**src/rtl/uart_autobaud.sv**
```systemverilog
// uart_autobaud: measures the first low pulse of a 0x55 sync character on rx
// (50 MHz sampling) and classifies it as 2400/4800/9600/19200 bps on br_choice.
// Optional build macro AUTOBAUD_VERIFY_EN: require two consecutive low pulses
// of the same class before locking.
module uart_autobaud #(
    parameter logic [15:0] T_MIN  = 16'd1302,
    parameter logic [15:0] T_19_9 = 16'd3906,
    parameter logic [15:0] T_9_4  = 16'd7812,
    parameter logic [15:0] T_4_2  = 16'd15625,
    parameter logic [15:0] T_MAX  = 16'd31250
) (
    input  logic       clock,
    input  logic       reset,
    input  logic       rx,
    input  logic       start,
    output logic [1:0] br_choice,
    output logic       locked,
    output logic       error,
    output logic       busy
);

`ifdef AUTOBAUD_VERIFY_EN
    typedef enum logic [2:0] {IDLE, WAIT_IDLE, WAIT_FALL, MEASURE, DONE, ERR, GAP, MEASURE2} state_t;
`else
    typedef enum logic [2:0] {IDLE, WAIT_IDLE, WAIT_FALL, MEASURE, DONE, ERR} state_t;
`endif

    state_t      state, state_n;
    logic [15:0] cnt, cnt_n, cnt_inc;
    logic [1:0]  br_n;
    logic        locked_n, error_n, busy_n;
    logic        rx_meta, rx_s, rx_d;
    logic        fall_p, rise_p;
    logic [2:0]  cls;   // {out_of_range, rate_code}
`ifdef AUTOBAUD_VERIFY_EN
    logic [1:0]  cls1, cls1_n;
`endif

    // Width classification; a width equal to a threshold falls to the slower rate.
    function automatic logic [2:0] classify(input logic [15:0] w);
        if (w < T_MIN || w > T_MAX) classify = 3'b100;
        else if (w < T_19_9)        classify = 3'b011;
        else if (w < T_9_4)         classify = 3'b010;
        else if (w < T_4_2)         classify = 3'b001;
        else                        classify = 3'b000;
    endfunction

    // Two-flop synchronizer, third copy for edge detection, registered edge pulses.
    always_ff @(posedge clock or negedge reset) begin
        if (!reset) begin
            rx_meta <= 1'b1;
            rx_s    <= 1'b1;
            rx_d    <= 1'b1;
            fall_p  <= 1'b0;
            rise_p  <= 1'b0;
        end else begin
            rx_meta <= rx;
            rx_s    <= rx_meta;
            rx_d    <= rx_s;
            fall_p  <= rx_d & ~rx_s;
            rise_p  <= ~rx_d & rx_s;
        end
    end

    assign cnt_inc = (cnt == 16'hFFFF) ? cnt : cnt + 16'd1;
    assign cls     = classify(cnt);

    // State, width counter and registered outputs.
    always_ff @(posedge clock or negedge reset) begin
        if (!reset) begin
            state     <= IDLE;
            cnt       <= 16'd0;
            br_choice <= 2'b11;
            locked    <= 1'b0;
            error     <= 1'b0;
            busy      <= 1'b0;
`ifdef AUTOBAUD_VERIFY_EN
            cls1      <= 2'b00;
`endif
        end else begin
            state     <= state_n;
            cnt       <= cnt_n;
            br_choice <= br_n;
            locked    <= locked_n;
            error     <= error_n;
            busy      <= busy_n;
`ifdef AUTOBAUD_VERIFY_EN
            cls1      <= cls1_n;
`endif
        end
    end

    // Next-state logic; the edge pulses are aligned with rx_d, which is the level counted.
    always_comb begin
        state_n = state;
        cnt_n   = cnt;
        br_n    = br_choice;
`ifdef AUTOBAUD_VERIFY_EN
        cls1_n  = cls1;
`endif
        case (state)
            IDLE: ;
            WAIT_IDLE: if (rx_d) state_n = WAIT_FALL;
            WAIT_FALL: if (fall_p) begin
                cnt_n   = 16'd1;
                state_n = MEASURE;
            end
            MEASURE: begin
                if (rise_p) begin
                    if (cls[2]) state_n = ERR;
                    else begin
`ifdef AUTOBAUD_VERIFY_EN
                        cls1_n  = cls[1:0];
                        cnt_n   = 16'd0;
                        state_n = GAP;
`else
                        br_n    = cls[1:0];
                        state_n = DONE;
`endif
                    end
                end else if (!rx_d) begin
                    cnt_n = cnt_inc;
                    if (cnt_inc > T_MAX) state_n = ERR;   // stuck-low timeout
                end
            end
`ifdef AUTOBAUD_VERIFY_EN
            GAP: begin
                if (fall_p) begin
                    cnt_n   = 16'd1;
                    state_n = MEASURE2;
                end else if (rx_d) begin
                    cnt_n = cnt_inc;
                    if (cnt_inc > T_MAX) state_n = ERR;   // line idle too long between pulses
                end
            end
            MEASURE2: begin
                if (rise_p) begin
                    if (cls[2] || cls[1:0] != cls1) state_n = ERR;
                    else begin
                        br_n    = cls[1:0];
                        state_n = DONE;
                    end
                end else if (!rx_d) begin
                    cnt_n = cnt_inc;
                    if (cnt_inc > T_MAX) state_n = ERR;
                end
            end
`endif
            DONE: ;
            ERR:  ;
            default: state_n = IDLE;
        endcase
        // start wins over everything, including a classification in the same cycle.
        if (start) begin
            state_n = WAIT_IDLE;
            cnt_n   = 16'd0;
            br_n    = br_choice;
        end
        locked_n = (state_n == DONE);
        error_n  = (state_n == ERR);
        busy_n   = !(state_n == IDLE || state_n == DONE || state_n == ERR);
    end

endmodule
```
**config.mk**
```make
export PLATFORM = sky130hd
export DESIGN_NAME = uart_autobaud
export DESIGN_NICKNAME = d
export VERILOG_FILES = /design/src/rtl/uart_autobaud.sv
export SDC_FILE = /design/constraint.sdc
export NUM_CORES = 1
export LEC_CHECK = 0
export CAP_MARGIN = 20
export CORE_ASPECT_RATIO = 1.4
export CORE_MARGIN = 5
export CORE_UTILIZATION = 54
export DETAILED_ROUTE_END_ITERATION = 10
export PLACE_DENSITY = 0.75
export SYNTH_ARGS = -nofsm -noshare
export SYNTH_HDL_FRONTEND = slang
export SYNTH_SLANG_ARGS = --single-unit
```
**constraint.sdc**
```tcl
create_clock -name clock -period 2.7 [get_ports clock]
set_input_delay 0.405 -clock clock [delete_from_list [all_inputs] [get_ports clock]]
set_output_delay 0.405 -clock clock [all_outputs]
set_load 0.03 [all_outputs]
```
**Word level (Yosys, flattened, before mapping)**

Index checks and enable logic that the tools add are counted.

- Register bits: 29
- Bits of input ports: 4
- Output and inout port bits: 5
- Logic and storage cells: 63

- $add $sub $neg: 1
- $lt $le $gt $ge: 6
- Eq/ne operators: 11
- Mux-type cells: 18
- Bitwise gates (word level): 6
- Reductions and logical operators: 10

Operator list:

| operator | number |
|---|---|
| 2-to-1 mux 16 bit | 5 |
| greater-than comparator 16 x 15 -> 1 bit, second input constant | 2 |
| case mux 16 bit (2 select lines) | 1 |
| 2-to-1 mux 3 bit | 7 |
| adder 16 x 1 -> 16 bit, second input constant | 1 |
| equality test 16 bit, second input constant | 1 |
| < comparator 16 x 11 -> 1 bit, second input constant | 1 |
| < comparator 16 x 12 -> 1 bit, second input constant | 1 |
| < comparator 16 x 13 -> 1 bit, second input constant | 1 |
| < comparator 16 x 14 -> 1 bit, second input constant | 1 |
| equality test 3 bit, second input constant | 4 |
| case mux 3 bit (4 select lines) | 1 |
| inequality test 3 bit, second input constant | 3 |
| AND reduction 4 bit | 2 |
| equality test 3 x 2 -> 1 bit, second input constant | 2 |
| zero test 3 bit | 2 |
| 2-to-1 mux 2 bit | 2 |
| NOT 1 bit | 4 |
| equality test 3 x 1 -> 1 bit, second input constant | 1 |
| logical OR 1 bit | 3 |
| nonzero test 3 bit | 1 |
| OR reduction 3 bit | 1 |
| bitwise AND 1 bit | 2 |
| 2-to-1 mux 1 bit | 2 |
| zero test 1 bit | 1 |

**Logic depth before layout (Yosys ltp)**

Gate-level depths: netlist of the first run.

- Depth in word-level cells: 13
- Mapped depth: 11
- Mapped depth without buffers: 10

**Worst setup path before layout of the first run**

Ideal clock, no wire load.

- Path kind: flip-flop to flip-flop
- From: register cnt[1]
- To: register busy
- Setup time: 0.118 ns
- Arrival: 2.598 ns
- Required time: 2.582 ns
- Slack: -0.016 ns
- Stages on the path, launching flop included: 11
- Buffers on the path: 1
- Path through: dfrtp_1 -> ha_1 -> nand3_1 -> or4_1 -> buf_2 -> a31o_1 -> and3_1 -> a211o_1 -> a222oi_1 -> a21oi_1 -> a21o_1

- Word-level cells in the longest chain between the ends: 12

RTL lines:

| what | RTL line | text |
|---|---|---|
| from (decl) | 29 | `logic [15:0] cnt, cnt_n, cnt_inc;` |
| from (signal assigned) | 82 | `cnt <= cnt_n;` |
| adder 16 x 1 -> 16 bit or equality test 16 bit (tied branches) | 65 | `assign cnt_inc = (cnt == 16'hFFFF) ? cnt : cnt + 16'd1;` |
| 2-to-1 mux 16 bit | 65 |  |
| greater-than comparator 16 x 15 -> 1 bit | 123 | `if (cnt_inc > T_MAX) state_n = ERR;` |
| 2-to-1 mux 3 bit | 123 |  |
| 2-to-1 mux 3 bit | 121 | `end else if (!rx_d) begin` |
| 2-to-1 mux 3 bit * | 109 | `if (rise_p) begin` |
| case mux 3 bit (4 select lines) * | 101 | `case (state)` |
| 2-to-1 mux 3 bit * | 154 | `if (start) begin` |
| equality test 3 bit or zero test 3 bit (tied branches) | 161 | `busy_n = !(state_n == IDLE \|\| state_n == DONE \|\| state_n == ERR);` |
| logical OR 1 bit | 161 |  |
| logical OR 1 bit * | 161 |  |
| zero test 1 bit * | 161 |  |
| net busy_n | 31 | `logic locked_n, error_n, busy_n;` |
| to (signal assigned) | 86 | `busy <= busy_n;` |
| to (decl) | 19 | `output logic busy` |

Mark *: on every way through the listed nets, which the timed path passes. The rest lies on a longest branch.
A chain may end at the register's enable or synchronous reset.

**Worst setup path in the final report of the first run**

- From: register cnt[1]
- To: register busy

- Word-level cells in the longest chain between the ends: 12

RTL lines:

| what | RTL line | text |
|---|---|---|
| adder 16 x 1 -> 16 bit or equality test 16 bit (tied branches) | 65 |  |
| 2-to-1 mux 16 bit * | 65 |  |
| greater-than comparator 16 x 15 -> 1 bit * | 123 |  |
| 2-to-1 mux 3 bit * | 123 |  |
| 2-to-1 mux 3 bit * | 121 |  |
| 2-to-1 mux 3 bit * | 109 |  |
| case mux 3 bit (4 select lines) * | 101 |  |
| 2-to-1 mux 3 bit * | 154 |  |
| net state_n[1] | 28 | `state_t state, state_n;` |
| equality test 3 bit or zero test 3 bit (tied branches) | 161 |  |
| logical OR 1 bit | 161 |  |
| logical OR 1 bit * | 161 |  |
| zero test 1 bit * | 161 |  |
| net busy_n | 31 |  |

Marked as above.

==> impl_results.md, run 1 <==
* Largest family of logic cells by synthesized area: simple AND/OR/NAND/NOR gates
* Die Wd at just over 60 microns
* Skew-Pair Late Insertion Delay at about 0.28 ns
* Fin nets at 272
* Post-synthesis sequential area ratio at a little under two fifths
* Worst Setup End Kind: flip-flop
* Total core area at 0.00341 sq mm
* Hold EP: rx_s
* DR vias at just over 2000
* Adder-Cell Fraction of Synth Area at between 1 and 1.5%
* Clock root cell: clkbuf_8
* Leakage Power at 1.03 nW
* IO Count at 9
* Vias per cell at between 6 and 7
* CTS clk-pin slew, worst paths at ~0.060 ns
* Initial Utilization at a little under three fifths
* H-Tree Depth at 2
* Worst Path Required at 2.87 ns
* Yosys warns at 0
* Worst-path cell chain: ha_4, nand3_4, buf_4, or4_1, o2111ai_2, a21oi_2, a211o_1, a222oi_1, buf_4, a31oi_4, a21o_1
* RR Startpoint: cnt[1]
* DRC at 0
* Crit path top cell by count: buf_4
* Routed Antenna Nets at 0
* Worst r2r path cells at 11
* Worst path max stage delay at 0.53 ns
* Full die area at about 0.005 sq mm
* Setup ws final at 0.0339 ns
* Post-Syn Nets at about 250
* Worst min path class: flip-flop to flip-flop
* PortBufs at 8
* CP top delay family: compound AO/OA/AOI/OAI gates
* Gate count of the mapped netlist at 240
* Count leader, synth: dfrtp_1
* Hold path start: rx_meta
* Post-synth ARST share at between 90% and 100%
* Fin cells at slightly above 300
* First-pass GRT wire length at 8.74 mm
* Tmin final at roughly 2.7 ns
* Area contributors post-synth: dfrtp_1 31%, dfstp_2 6.8%, a21oi_1 4.1%
* VDD IR-drop max at 0.349 mV
* Clock skew at 0.00468 ns
* HPWL after DPL at approximately 3.6 mm
* Vias in the first global route at 1923
* Netlist cell types at about 50
* Crit. path cell count at 11
* Multiplexer share of the synthesized area at 2.26%
* Post-synth top area share at just over 30%
* Highest clock rate at about 380 MHz
* Simple-gate portion of the synthesized area at a little over a quarter
* Slowest CP cell: or4_1
* Synthesis-stage register bit count at 29
* Number of flops mapped to enable cells by yosys at 0
* XOR/XNOR Fraction of Synth Area at under 10%
* Share of cells above drive strength 1 at roughly 23%
* Setup violators final at 0
* Average size of a mapped cell at 8.07 sq um
* Tcrit/Tclk final at between 90 and 100%
* Syn Std Cell Area at between 0.0015 and 0.002 sq mm
* Status: finished, final reports clean
* Most frequent cells after synthesis: 24 x dfrtp_1, 20 x nor2_1, 19 x nand2_1, 16 x a21oi_1, 14 x clkbuf_1
* Maxcap violations at 0
* Least-Margin Pin Slew at between 0.4 and 0.5 ns
* Largest buffer count on any clock path at 2
* GRT Overall Usage at 23.8%
* Worst EP arrival at about 2.8 ns
* Starting DRC count in detailed routing at between 200 and 250
* Post-synthesis compound-gate area fraction at 23.0%
* Critical path type: flip-flop to flip-flop
* Max-slew violations at 0
* Pwr per Cell Area at 360 mW/mm^2
* TritonRoute pass-1 iters at 6
* Final Core Density at a little under three quarters
* Cts bufs inserted at 5
* # placed instances at just under 300
* CTS tree: yes
* Die Y at between 80 and 90 microns
* WL/cell at ~18 microns
* DP Worst Slack at -0.0185 ns
* Reg-to-reg slack, setup at ~0.034 ns
* Hold Vio Cnt, Final at 0
* Slew headroom at 68.2%
* Reg2reg end: busy
* Total Wirelength at roughly 5.4 mm
* Ys flop type: dfrtp_1
* Area leader, netlist: dfrtp_1
* Number of hold buffers added after CTS at 0
* Critical path peak fanout at 3
* Buf/Inv on CP at 2
* Area Overhead vs Synth at 25.0%
* Design Power at a little under 0.9 mW
* Initial antenna violation count at 0
* GPL Wtd Cong at 0.974
* Hold depth at 0
* Startpoint types: flip-flop
* Ant. Diodes at 0
* Grt ovf at 0
* FP Rows at 25
* Clock Sinks at 29
* Largest net degree at the start of global routing at 30
* Unrepaired setup endpoints after global routing: true
state kept, by name (all words and copies together) (netlist names):
signal,flops
rise_p,1
error,1
rx_s,1
state,3
busy,1
fall_p,1
rx_meta,1
br_choice,2
cnt,16
rx_d,1
locked,1
metal layers:
layer	GRT usage, %	vias up	wire, microns
met3	4.13	27	383
li1	-	934	-
met4	14.3	0	167
met1	27.9	975	2040
met2	39.6	105	2810
met5	0	-	0
where the power goes:
| part | internal, mW | switching, mW | total (mW) |
|---|---|---|---|
| Combinational | 0.0318 | 0.0470 | 0.0788 |
| Clock | 0.178 | 0.156 | 0.334 |
| Sequential | 0.447 | 0.0108 | 0.458 |
| Total | 0.657 | 0.214 | 0.871 |
what timing repair did:
item,4_1_cts,5_1_grt
gates resized for setup,4,16
setup endpoints to repair,2,5
pin swaps,5,9
gates cloned,0,0
setup buffers,0,3
worst max path at each step:
stage / startpoint / end
finish: cnt[1] / busy
global route: cnt[1] / busy
CTS: cnt[0] / busy
detailed placement: cnt[0] / busy
global placement: cnt[0] / busy
floorplan: cnt[1] / busy
layout by cell type (no fill, tap or decap), drive strengths merged, types with 2 or more instances in the layout:
cell           netlist  layout
clkbuf              14       6
a31oi                5       5
dfstp                5       5
a311oi               2       2
clkinv               0       2
nand2b               2       2
mux2                 3       3
buf                  8      33
o31ai                3       3
a21o                 2       2
dfrtp               24      24
inv                 10      10
nor2b                4       4
and4                 2       2
and2                 4       4
nand4                9       9
and3                 6       6
o21ai               25      25
a211o                3       3
nand3               10      10
ha                   2       2
nor3b                2       2
nor4                 4       4
o22ai                2       2
clkdlybuf4s50        0       8
or4                  5       5
or3                  3       3
o311ai               3       3
nor2                20      20
xnor2                2       2
nor3                 8       8
nand2               19      19
a21oi               16      16
cell families (layout without fill, tap and decap cells):
logic type,after synthesis,count (layout)
xor gates and xnor gates,3,3
and+or+nand+nor,99,99
adders and majority gates,2,2
DFF,29,29
buffers and inverters,32,59
AOI/OAI and AO/OA,71,71
muxes,4,4
layout make-up:
type	count	area (sq um)
Clock inverter	2	10.0
Timing Repair Buffer	41	339
Tap cell	40	50.0
Multi-Input combinational cell	179	1180
Fill cell	264	990
Clock buffer	6	72.6
Inverter	10	37.5
Sequential cell	29	732
per-stage QoR:
step / hold slack (ns) / area [sq um] / TNS [ns]
after floorplan: 0.109 / 1940 / 0
after global placement: 0.351 / 2200 / 0
after detailed placement: 0.348 / 2200 / -0.0299
after CTS: 0.365 / 2300 / 0
after global routing: 0.369 / 2420 / -0.106
final: 0.363 / 2420 / 0
Note: power is estimated with default switching activity, not from simulation.
==> run 2: changes to the inputs <==
--- a/config.mk
+++ b/config.mk
@@ -9,7 +9,8 @@
 export CORE_ASPECT_RATIO = 1.4
 export CORE_MARGIN = 5
-export CORE_UTILIZATION = 54
+export CORE_UTILIZATION = 55
 export DETAILED_ROUTE_END_ITERATION = 10
-export PLACE_DENSITY = 0.75
+export DONT_BUFFER_PORTS = 1
+export PLACE_DENSITY = 0.73
 export SYNTH_ARGS = -nofsm -noshare
 export SYNTH_HDL_FRONTEND = slang
==> constraint.sdc (replaced) <==
create_clock -name clock -period 2.7 [get_ports clock]
set_input_delay 0.54 -clock clock [delete_from_list [all_inputs] [get_ports clock]]
set_output_delay 0.54 -clock clock [all_outputs]
set_load 0.03 [all_outputs]
==> impl_results.md, run 2 (same netlist as run 1, synthesis figures left out) <==
* HPWL after DPL at about 3.7 mm
* CTS clk-pin slew, worst paths at about 0.060 ns
* Setup violators final at 0
* Die Y at between 80 and 90 microns
* GRT Overall Usage at roughly a quarter
* DR vias at around 2000
* Largest registers: cnt (16), state (3), br_choice (2)
* Initial antenna violation count at 0
* Commonest non-fill, non-tap cell in the layout: buf_4
* VDD IR-drop max at roughly 0.35 mV
* Final Core Density at 68.5%
* Max-slew violations at 0
* DP Worst Slack at -0.00591 ns
* FP Rows at 25
* Tmin final at 2.69 ns
* IO Count at 9
* Clock root cell: clkbuf_8
* Fin nets at between 200 and 300
* Total Wirelength at 5.25 mm
* Worst min path class: primary input to async pin
* Worst r2r path cells at 11
* Critical path peak fanout at 3
* Top reg by flops: cnt
* CTS tree: yes
* Fillcell total at between 200 and 300
* Status: finished, final reports clean
* Tcrit/Tclk final at between 90% and 100%
* Full die area at 0.00482 sq mm
* Design Power at 0.859 mW
* Reg-to-reg slack, setup at between 0.01 and 0.015 ns
* DRC at 0
* Share of cells above drive strength 1 at 24.0%
* Ant. Diodes at 0
* Vias in the first global route at 1895
* Highest clock rate at between 300 and 400 MHz
* Leading cell types in the layout, fill and taps excluded: 30 x buf_4, 23 x dfrtp_1, 20 x nor2_1
* Pwr per Cell Area at between 300 and 400 mW/mm^2
* RR Startpoint: cnt[1]
* Cts bufs inserted at 5
* First-pass GRT wire length at a little under 9 mm
* H-Tree Depth at 2
* Initial Utilization at between 50% and 60%
* TritonRoute pass-1 iters at 5
* Clock skew at around 0.0038 ns
* Worst EP arrival at ~2.9 ns
* PortBufs at 0
* Startpoint types: flip-flop
* Max reg flops at 16
* Starting DRC count in detailed routing at between 70 and 80
* Reg2reg end: busy
* GPL Wtd Cong at about 0.9
* Maxcap violations at 0
* Leakage Power at slightly below 1 nW
* Hold WS at 0.0988 ns
* Grt ovf at 0
* Critical path type: flip-flop to flip-flop
* Worst Path Required at roughly 2.9 ns
* WL/cell at 17.6 microns
* Hold Vio Cnt, Final at 0
* Largest net degree at the start of global routing at 25
* Unrepaired setup endpoints after global routing: true
* Total core area at approximately 0.0034 sq mm
* Area Overhead vs Synth at 19.5%
* Routed Antenna Nets at 0
* Slew headroom at between 40 and 50%
* Clock Sinks at 29
* Largest buffer count on any clock path at 2
* Skew-Pair Late Insertion Delay at roughly 0.28 ns
* Setup ws final at roughly 0.012 ns
* Vias per cell at 6.58
* Least-Margin Pin Slew at between 0.8 and 0.9 ns
* Die Wd at approximately 60 microns
* Worst Setup End Kind: flip-flop
## run 2: cell types whose count changed in the layout (fill, tap and decap cells not counted), sizes merged
cell           before  now
buf                33   31
clkdlybuf4s50       8    0
dlygate4sd3         0    1
## run 2: how the worst max path moves through the flow
stage / startpoint / end / slack (ns) / cells past startpoint
global route: cnt[1] / busy / -0.10 / 10
CTS: cnt[1] / busy / 0.003 / 9
global placement: cnt[0] / busy / 0.07 / 9
finish: cnt[1] / busy / 0.01 / 11
detailed placement: cnt[1] / busy / -0.006 / 10
floorplan: cnt[1] / busy / 0.004 / 10
## run 2: layout make-up
type	count	area (sq um)	share of cell area, %
multi-input cells	179	1160	50.1
flip-flops and latches	29	733	31.7
repair buffers	32	250	10.8
well taps	40	50.0	2.16
inverters	10	37.5	1.62
clock buffers	6	72.6	3.14
clock inverters	2	10.0	0.433
## run 2: power by group
group          switching [mW]  internal, mW
registers              0.0140         0.447
clock network           0.156         0.178
logic                  0.0394        0.0244
total                   0.209         0.649
## run 2: repair_timing
item / 4_1_cts / 5_1_grt
setup endpoints to repair: 1 / 5
pin swaps: 1 / 7
hold buffers: 1 / 0
resized for setup: 0 / 18
buffers inserted: 0 / 4
cloned: 0 / 0
endpoints found under the hold margin: 24 / 0
## run 2: worst max-delay path, cell delays in order (launching register included)
cell and delay (ns):
dfrtp_1 0.35, ha_2 0.22, nand3_4 0.09, buf_4 0.17, or4_4 0.51, o2111ai_2 0.11
a21oi_2 0.07, a211o_1 0.30, a222oi_1 0.29, buf_4 0.21, a31oi_4 0.09, a21o_1 0.17
## run 2: through the flow
step | TNS (ns) | cells | cell area (sq um)
3_5_place_dp | -0.00591 | 284 | 2090
5_1_grt | -0.192 | 298 | 2310
6_report | 0 | 298 | 2310
4_1_cts | 0 | 293 | 2180
2_1_floorplan | 0 | 240 | 1940
3_3_place_gp | 0 | 284 | 2090
## run 2: per-layer routing
layer	wire length (microns)	GRT usage, %	vias to the layer above
met3	238	6.11	12
li1	-	-	921
met1	2120	28.9	958
met4	131	12.9	0
met5	0	0	-
met2	2760	40.7	69
